==> config.mk <==
export PLATFORM = sky130hd
export DESIGN_NAME = drop_scheduler
export DESIGN_NICKNAME = d
export VERILOG_FILES = /design/src/rtl/drop_pkg.sv /design/src/rtl/drop_scheduler_vs_tick_sync.sv /design/src/rtl/drop_scheduler.sv
export SDC_FILE = /design/constraint.sdc
export NUM_CORES = 1
export LEC_CHECK = 0
export ABC_CLOCK_PERIOD_IN_PS = 5400
export CAP_MARGIN = 20
export CELL_PAD_IN_SITES_DETAIL_PLACEMENT = 0
export CELL_PAD_IN_SITES_GLOBAL_PLACEMENT = 2
export CORE_ASPECT_RATIO = 0.8
export CORE_MARGIN = 8
export CORE_UTILIZATION = 35
export DETAILED_ROUTE_END_ITERATION = 7
export PLACE_DENSITY = 0.86
export SLEW_MARGIN = 20
export SYNTH_ARGS = -nofsm -noshare
export SYNTH_HDL_FRONTEND = slang
export SYNTH_SLANG_ARGS = --single-unit
==> constraint.sdc <==
create_clock -name clk -period 5.4 [get_ports clk]
set_clock_uncertainty 0.1 [all_clocks]
set_input_delay 1.08 -clock clk [delete_from_list [all_inputs] [get_ports clk]]
set_output_delay 1.08 -clock clk [all_outputs]
set_load 0.005 [all_outputs]
==> src/rtl/drop_pkg.sv <==
// Purpose: shared encodings and sizes for the drop_scheduler game controller.
// Contents: scene encodings, control FSM states, slot geometry and timing constants.
package drop_pkg;

    localparam int unsigned NSLOT       = 12;   // block slots seen by the renderer
    localparam int unsigned PW          = 5;    // row width per slot
    localparam int unsigned IDXW        = 4;    // slot index width
    localparam int unsigned SHW         = 4;    // stack height width
    localparam int unsigned FALL_FRAMES = 4;
    localparam int unsigned ANIM_FRAMES = 8;
    localparam int unsigned FLOOR_ROW   = 24;
    localparam int unsigned STACK_MAX   = 8;

    typedef enum logic [1:0] {
        SC_TITLE = 2'd0,
        SC_PLAY  = 2'd1,
        SC_OVER  = 2'd2
    } scene_e;

    typedef enum logic [1:0] {
        ST_IDLE   = 2'd0,
        ST_SCAN   = 2'd1,
        ST_SPAWN  = 2'd2,
        ST_COMMIT = 2'd3
    } ctl_state_e;

    // Row at which a falling block touches the current stack top.
    function automatic logic [PW-1:0] land_row(input logic [SHW-1:0] stack_h);
        return PW'(FLOOR_ROW - 1) - PW'(stack_h);
    endfunction

endpackage

==> src/rtl/drop_scheduler_vs_tick_sync.sv <==
// Purpose: bring the asynchronous active-low vsync into clk and emit one
// registered pulse per falling edge (3 clk after the edge).
// Ports: clk, rst (sync, active-high), i_vs (async vsync), o_tick (1-clk pulse).
module vs_tick_sync (
    input  logic clk,
    input  logic rst,
    input  logic i_vs,
    output logic o_tick
);

    logic r_sync1;
    logic r_sync2;
    logic r_prev;

    // Two-stage synchronizer, then a falling-edge detector on the clean copy.
    always_ff @(posedge clk) begin
        if (rst) begin
            r_sync1 <= 1'b0;
            r_sync2 <= 1'b0;
            r_prev  <= 1'b0;
            o_tick  <= 1'b0;
        end else begin
            r_sync1 <= i_vs;
            r_sync2 <= r_sync1;
            r_prev  <= r_sync2;
            o_tick  <= r_prev & ~r_sync2;
        end
    end

endmodule

==> src/rtl/drop_scheduler.sv <==
// Purpose: game-side sequencer for the VGA renderer. Once per frame it walks the
// 12 block slots on a shadow copy (falls, landings, free-slot search), services
// one pending drop request, then publishes a consistent snapshot at COMMIT.
// Ports: clk, rst (sync, active-high), i_vs (async vsync), i_start, i_drop_req,
//        o_blocks, o_pos_blocks, o_scene, o_people, o_stack_h, o_drop_miss.
module drop_scheduler
    import drop_pkg::*;
(
    input  logic                  clk,
    input  logic                  rst,
    input  logic                  i_vs,
    input  logic                  i_start,
    input  logic                  i_drop_req,
    output logic [NSLOT-1:0]      o_blocks,
    output logic [NSLOT*PW-1:0]   o_pos_blocks,
    output logic [1:0]            o_scene,
    output logic [1:0]            o_people,
    output logic [SHW-1:0]        o_stack_h,
    output logic                  o_drop_miss
);

    localparam int unsigned FCW = $clog2(FALL_FRAMES);
    localparam int unsigned ACW = $clog2(ANIM_FRAMES);

    logic                       w_frame_tick;
    ctl_state_e                 r_state;
    logic [IDXW-1:0]            r_idx;
    logic [NSLOT-1:0]           r_sh_valid;
    logic [NSLOT-1:0][PW-1:0]   r_sh_pos;
    logic [SHW-1:0]             r_sh_stack;
    logic                       r_pending;
    logic                       r_start_seen;
    logic [FCW-1:0]             r_fall_cnt;
    logic [ACW-1:0]             r_anim_cnt;
    logic                       r_fall_step;
    logic                       r_anim_step;
    logic                       r_free_ok;
    logic [IDXW-1:0]            r_free_idx;

    logic                       w_cur_valid;
    logic [PW-1:0]              w_cur_pos;
    logic                       w_do_fall;
    logic                       w_lands;
    logic                       w_cur_free;

    vs_tick_sync u_vs_tick_sync (
        .clk    (clk),
        .rst    (rst),
        .i_vs   (i_vs),
        .o_tick (w_frame_tick)
    );

    // Per-slot decision for the slot currently being scanned.
    assign w_cur_valid = r_sh_valid[r_idx];
    assign w_cur_pos   = r_sh_pos[r_idx];
    assign w_do_fall   = (o_scene == SC_PLAY) && r_fall_step;
    assign w_lands     = w_do_fall && w_cur_valid && (w_cur_pos >= land_row(r_sh_stack));
    assign w_cur_free  = !w_cur_valid || w_lands;

    always_ff @(posedge clk) begin
        if (rst) begin
            r_state      <= ST_IDLE;
            r_idx        <= '0;
            r_sh_valid   <= '0;
            r_sh_pos     <= '0;
            r_sh_stack   <= '0;
            r_pending    <= 1'b0;
            r_start_seen <= 1'b0;
            r_fall_cnt   <= '0;
            r_anim_cnt   <= '0;
            r_fall_step  <= 1'b0;
            r_anim_step  <= 1'b0;
            r_free_ok    <= 1'b0;
            r_free_idx   <= '0;
            o_blocks     <= '0;
            o_pos_blocks <= '0;
            o_scene      <= SC_TITLE;
            o_people     <= '0;
            o_stack_h    <= '0;
            o_drop_miss  <= 1'b0;
        end else begin
            o_drop_miss <= 1'b0;

            // start is remembered until the next COMMIT; a pulse in the COMMIT cycle survives.
            r_start_seen <= i_start | (r_start_seen & (r_state != ST_COMMIT));

            // A request in the SPAWN cycle re-arms pending for the next frame.
            if (i_drop_req && (o_scene == SC_PLAY)) begin
                r_pending <= 1'b1;
            end else if (r_state == ST_SPAWN) begin
                r_pending <= 1'b0;
            end

            case (r_state)
                ST_IDLE: begin
                    if (w_frame_tick) begin
                        r_state     <= ST_SCAN;
                        r_idx       <= '0;
                        r_free_ok   <= 1'b0;
                        r_free_idx  <= '0;
                        r_fall_cnt  <= (r_fall_cnt == FCW'(FALL_FRAMES - 1)) ? '0 : r_fall_cnt + FCW'(1);
                        r_fall_step <= (r_fall_cnt == FCW'(FALL_FRAMES - 1));
                        r_anim_cnt  <= (r_anim_cnt == ACW'(ANIM_FRAMES - 1)) ? '0 : r_anim_cnt + ACW'(1);
                        r_anim_step <= (r_anim_cnt == ACW'(ANIM_FRAMES - 1));
                    end
                end
                ST_SCAN: begin
                    // Landings update the stack immediately, so later slots see the new top.
                    if (w_do_fall && w_cur_valid) begin
                        if (w_lands) begin
                            r_sh_valid[r_idx] <= 1'b0;
                            if (r_sh_stack != '1) begin
                                r_sh_stack <= r_sh_stack + SHW'(1);
                            end
                        end else begin
                            r_sh_pos[r_idx] <= w_cur_pos + PW'(1);
                        end
                    end
                    if (w_cur_free && !r_free_ok) begin
                        r_free_ok  <= 1'b1;
                        r_free_idx <= r_idx;
                    end
                    if (r_idx == IDXW'(NSLOT - 1)) begin
                        r_state <= ST_SPAWN;
                    end else begin
                        r_idx <= r_idx + IDXW'(1);
                    end
                end
                ST_SPAWN: begin
                    if (r_pending && (o_scene == SC_PLAY)) begin
                        if (r_free_ok) begin
                            r_sh_valid[r_free_idx] <= 1'b1;
                            r_sh_pos[r_free_idx]   <= '0;
                        end else begin
                            o_drop_miss <= 1'b1;
                        end
                    end
                    r_state <= ST_COMMIT;
                end
                ST_COMMIT: begin
                    r_state      <= ST_IDLE;
                    o_blocks     <= r_sh_valid;
                    o_pos_blocks <= r_sh_pos;
                    o_stack_h    <= r_sh_stack;
                    if (r_anim_step && (o_scene == SC_PLAY)) begin
                        o_people <= o_people + 2'd1;
                    end
                    case (o_scene)
                        SC_TITLE: begin
                            if (r_start_seen) begin
                                // Fresh game: playfield starts empty in the same snapshot.
                                o_scene      <= SC_PLAY;
                                r_sh_valid   <= '0;
                                r_sh_pos     <= '0;
                                r_sh_stack   <= '0;
                                o_blocks     <= '0;
                                o_pos_blocks <= '0;
                                o_stack_h    <= '0;
                            end
                        end
                        SC_PLAY: begin
                            if (r_sh_stack >= SHW'(STACK_MAX)) begin
                                o_scene <= SC_OVER;
                            end
                        end
                        SC_OVER: begin
                            if (r_start_seen) begin
                                o_scene <= SC_TITLE;
                            end
                        end
                        default: o_scene <= SC_TITLE;
                    endcase
                end
                default: r_state <= ST_IDLE;
            endcase
        end
    end

endmodule

==> summary.md <==
| Metric | Value |
|---|---|
| Worst Hold Launch | u_vs_tick_sync.r_sync2 |
| First-pass GRT wire length | 35.07 mm |
| Sequential area share after synthesis | 0.4733 |
| Final Net Count | 908 |
| Wire length per cell | 18.88 um |
| Commonest non-fill, non-tap cell in the layout | dfxtp_1 |
| Detailed Routing Iterations Pass 1 | 5 |
| Met1 Track Usage GR | 0.2392 |
| Ports | 86 |
| Busiest grt layer | met1 |
| R2R Path Start | r_idx[0] |
| Yosys warning total | 0 |
| Total routed wirelength | 22.11 mm |
| Hold Crit Class | flop to flop |
| Gr usage total | 0.1638 |
| CTS sink cnt | 181 |
| Clock Latency Late Sink | 0.43 ns |
| Via count | 6351 |
| Core area | 0.02150 sq mm |
| Fin crit period | 4.158 ns |
| Fin. max-slew vios | 0 |
| Synth cell types | 58 |
| Post-CTS Setup Bufs | 0 |
| PD cells | 325.3 mW/mm^2 |
| Max IR drop VDD | 182.3 uV |
| Initial antenna violation count | 0 |
| Number of CTS-inserted buffers | 17 |
| Final setup viols | 0 |
| Max H-tree Level | 4 |
| GP Congestion | 0.8194 |
| Ys async rst share | 0 |
| Slew margin rel. | 0.3264 |
| Residual DRC count | 0 |
| GRT Residual Overflow | 0 |
| CP startpoint kind | flop |
| ANT cells | 0 |
| Register bit total from synthesis | 181 |
| Largest net degree at the start of global routing | 80 |
| HPWL after DPL | 15.20 mm |
| Worst hold margin | 0.3074 ns |
| Routed vias/inst | 5.424 |
| CTS Root Cell | clkbuf_16 |
| Post-CTS sizing | 0 |
| Avg Cell Area, Syn | 9.246 sq um |
| Initial Utilization | 0.3561 |
| Post-synth EDFFs | 0 |
| Critical path fanouts, max | 20 |
| Setup Total Neg Slack | 0 ns |
| Register clock-pin slew on the reported worst setup and hold paths | 0.07 ns |
| Critical Path RT | 5.66 ns |
| Clock buffer depth | 2 |
| Fraction of layout cells with a size suffix above 1 | 0.09710 |
| Critical path data arrival time | 4.42 ns |
| Die area | 0.02689 sq mm |
| Rows | 48 |
| Crit. End Element | flop |
| Die W | 181.4 um |
| Commonest cells after routing, fill and taps aside | dfxtp_1 (181), nor2_1 (99), clkdlybuf4s50_1 (84) |
| Area added between synthesis and finish | 20.90% |
| Post-Syn Nets | 852 |
| F_max | 0.2405 GHz |
| Final Hold Fails | 0 |
| Initial DRC count | 590 |
| RSZ-0062 raised after global routing | false |
| P_leak | 0.003070 uW |
| Period Utilization, post-route | 0.7700 |
| Total of max-cap violations | 0 |
| Via count of the first global-routing pass | 6021 |
| Die Ht | 148.3 um |
| WS Path Type | flop to flop |
| CTS tree | yes |
| Final Power | 3011 uW |
| Antenna Nets Post-Route | 0 |
| Most used DFF post-synth | dfxtp_1 |
| Status | finished, final reports clean |
| Synthesized cell area | 0.007656 sq mm |
| Met2 Use GR | 0.2314 |
| Buffers on Ports | 85 |
| Beginning of the critical path | r_idx[0] |
| Worst-Margin Slew | 1.006 ns |
| Synth Instances | 828 |
| Hold Buf Count CTS | 0 |
| Grt met3 use | 0.04339 |
## path summary, 6_finish.rpt
kind / endpoint / slack [ns] / cells past startpoint
worst max-delay path: r_sh_valid[2] / 1.24 / 13
worst min-delay path: u_vs_tick_sync.o_tick / 0.31 / 1
worst max register to register: r_sh_valid[2] / 1.24 / 13
worst min register to register: u_vs_tick_sync.o_tick / 0.31 / 1
## report_power, final
part	total, uW	leakage, uW	switching (uW)	internal (uW)
logic	365	0.00132	266	98.8
registers	1360	0.00146	11.4	1350
clock network	1290	0.000289	537	753
## routing by layer
metal | share of wire | vias to the layer above | wire, um
li1 | - | 3086 | -
met1 | 0.51 | 3067 | 11170
met2 | 0.42 | 178 | 9277
met3 | 0.065 | 20 | 1443
met4 | 0.0096 | 0 | 213
met5 | 0 | - | 0
## synthesized netlist by cell type, types with 2 or more instances
cell / n / area share
a211oi_1: 2 / 0.0020
a21o_1: 2 / 0.0020
a21oi_1: 38 / 0.025
a22oi_1: 78 / 0.076
a31o_1: 9 / 0.010
a31o_2: 3 / 0.0034
a31oi_1: 2 / 0.0016
and2_1: 2 / 0.0016
buf_1: 7 / 0.0034
buf_2: 6 / 0.0039
buf_4: 3 / 0.0029
buf_6: 4 / 0.0059
clkbuf_1: 37 / 0.018
dfxtp_1: 181 / 0.47
ha_1: 19 / 0.031
inv_1: 67 / 0.033
mux2i_1: 5 / 0.0065
mux4_2: 18 / 0.053
nand2_1: 34 / 0.017
nand2_2: 2 / 0.0016
nand2b_1: 10 / 0.0082
nand3_1: 19 / 0.012
nand3_2: 10 / 0.013
nand4_1: 3 / 0.0025
nor2_1: 100 / 0.049
nor2b_1: 20 / 0.016
nor3_1: 9 / 0.0059
nor3b_1: 3 / 0.0029
o21a_1: 2 / 0.0020
o21ai_0: 36 / 0.024
o21ai_1: 5 / 0.0033
o21ai_2: 2 / 0.0023
o22ai_1: 53 / 0.043
o22ai_2: 2 / 0.0033
o2bb2ai_1: 5 / 0.0057
o32ai_1: 4 / 0.0046
or2_2: 2 / 0.0016
xnor2_1: 2 / 0.0023
xor2_1: 3 / 0.0034
## metrics by stage
step                std cells  worst slack (ns)  area, sq um  utilization
floorplan                 828             2.067         7656            -
global placement         1140             1.378         8651       0.4024
detailed placement       1140             1.312         8651       0.4024
CTS                      1171             1.297         9256       0.4305
global route             1171            0.8921         9256       0.4305
finish                   1171             1.242         9256       0.4305
## cells by family after synthesis
| logic type | after synthesis | synth area share |
|---|---|---|
| adder cells (fa/ha/maj) | 19 | 0.03105 |
| AND/OR/NAND/NOR | 220 | 0.1383 |
| XOR/XNOR | 5 | 0.005721 |
| buffers and inverters | 127 | 0.07093 |
| flip-flops | 181 | 0.4733 |
| multiplexers | 23 | 0.05949 |
| AO/OA/AOI/OAI | 253 | 0.2213 |
## worst max-delay path, stage by stage (launching register included)
cell	delay, ns
dfxtp_1	0.51
buf_4	0.40
mux4_2	0.55
a22oi_1	0.15
nand2_1	0.14
inv_1	0.08
ha_1	0.21
nand2b_1	0.14
a21o_1	0.17
a21oi_1	0.18
o21ai_0	0.26
a31oi_1	0.83
o21ai_0	0.23
o21ai_0	0.12
## cell type report
class	instances	area [sq um]
clock inverters	11	148.9
repair buffers	96	930.9
clock buffers	20	456.7
inverters	68	255.2
well taps	275	344.1
multi-input cells	520	3497
fillers	2106	12240
flip-flops and latches	181	3623
(Power assumes the default switching activity.)
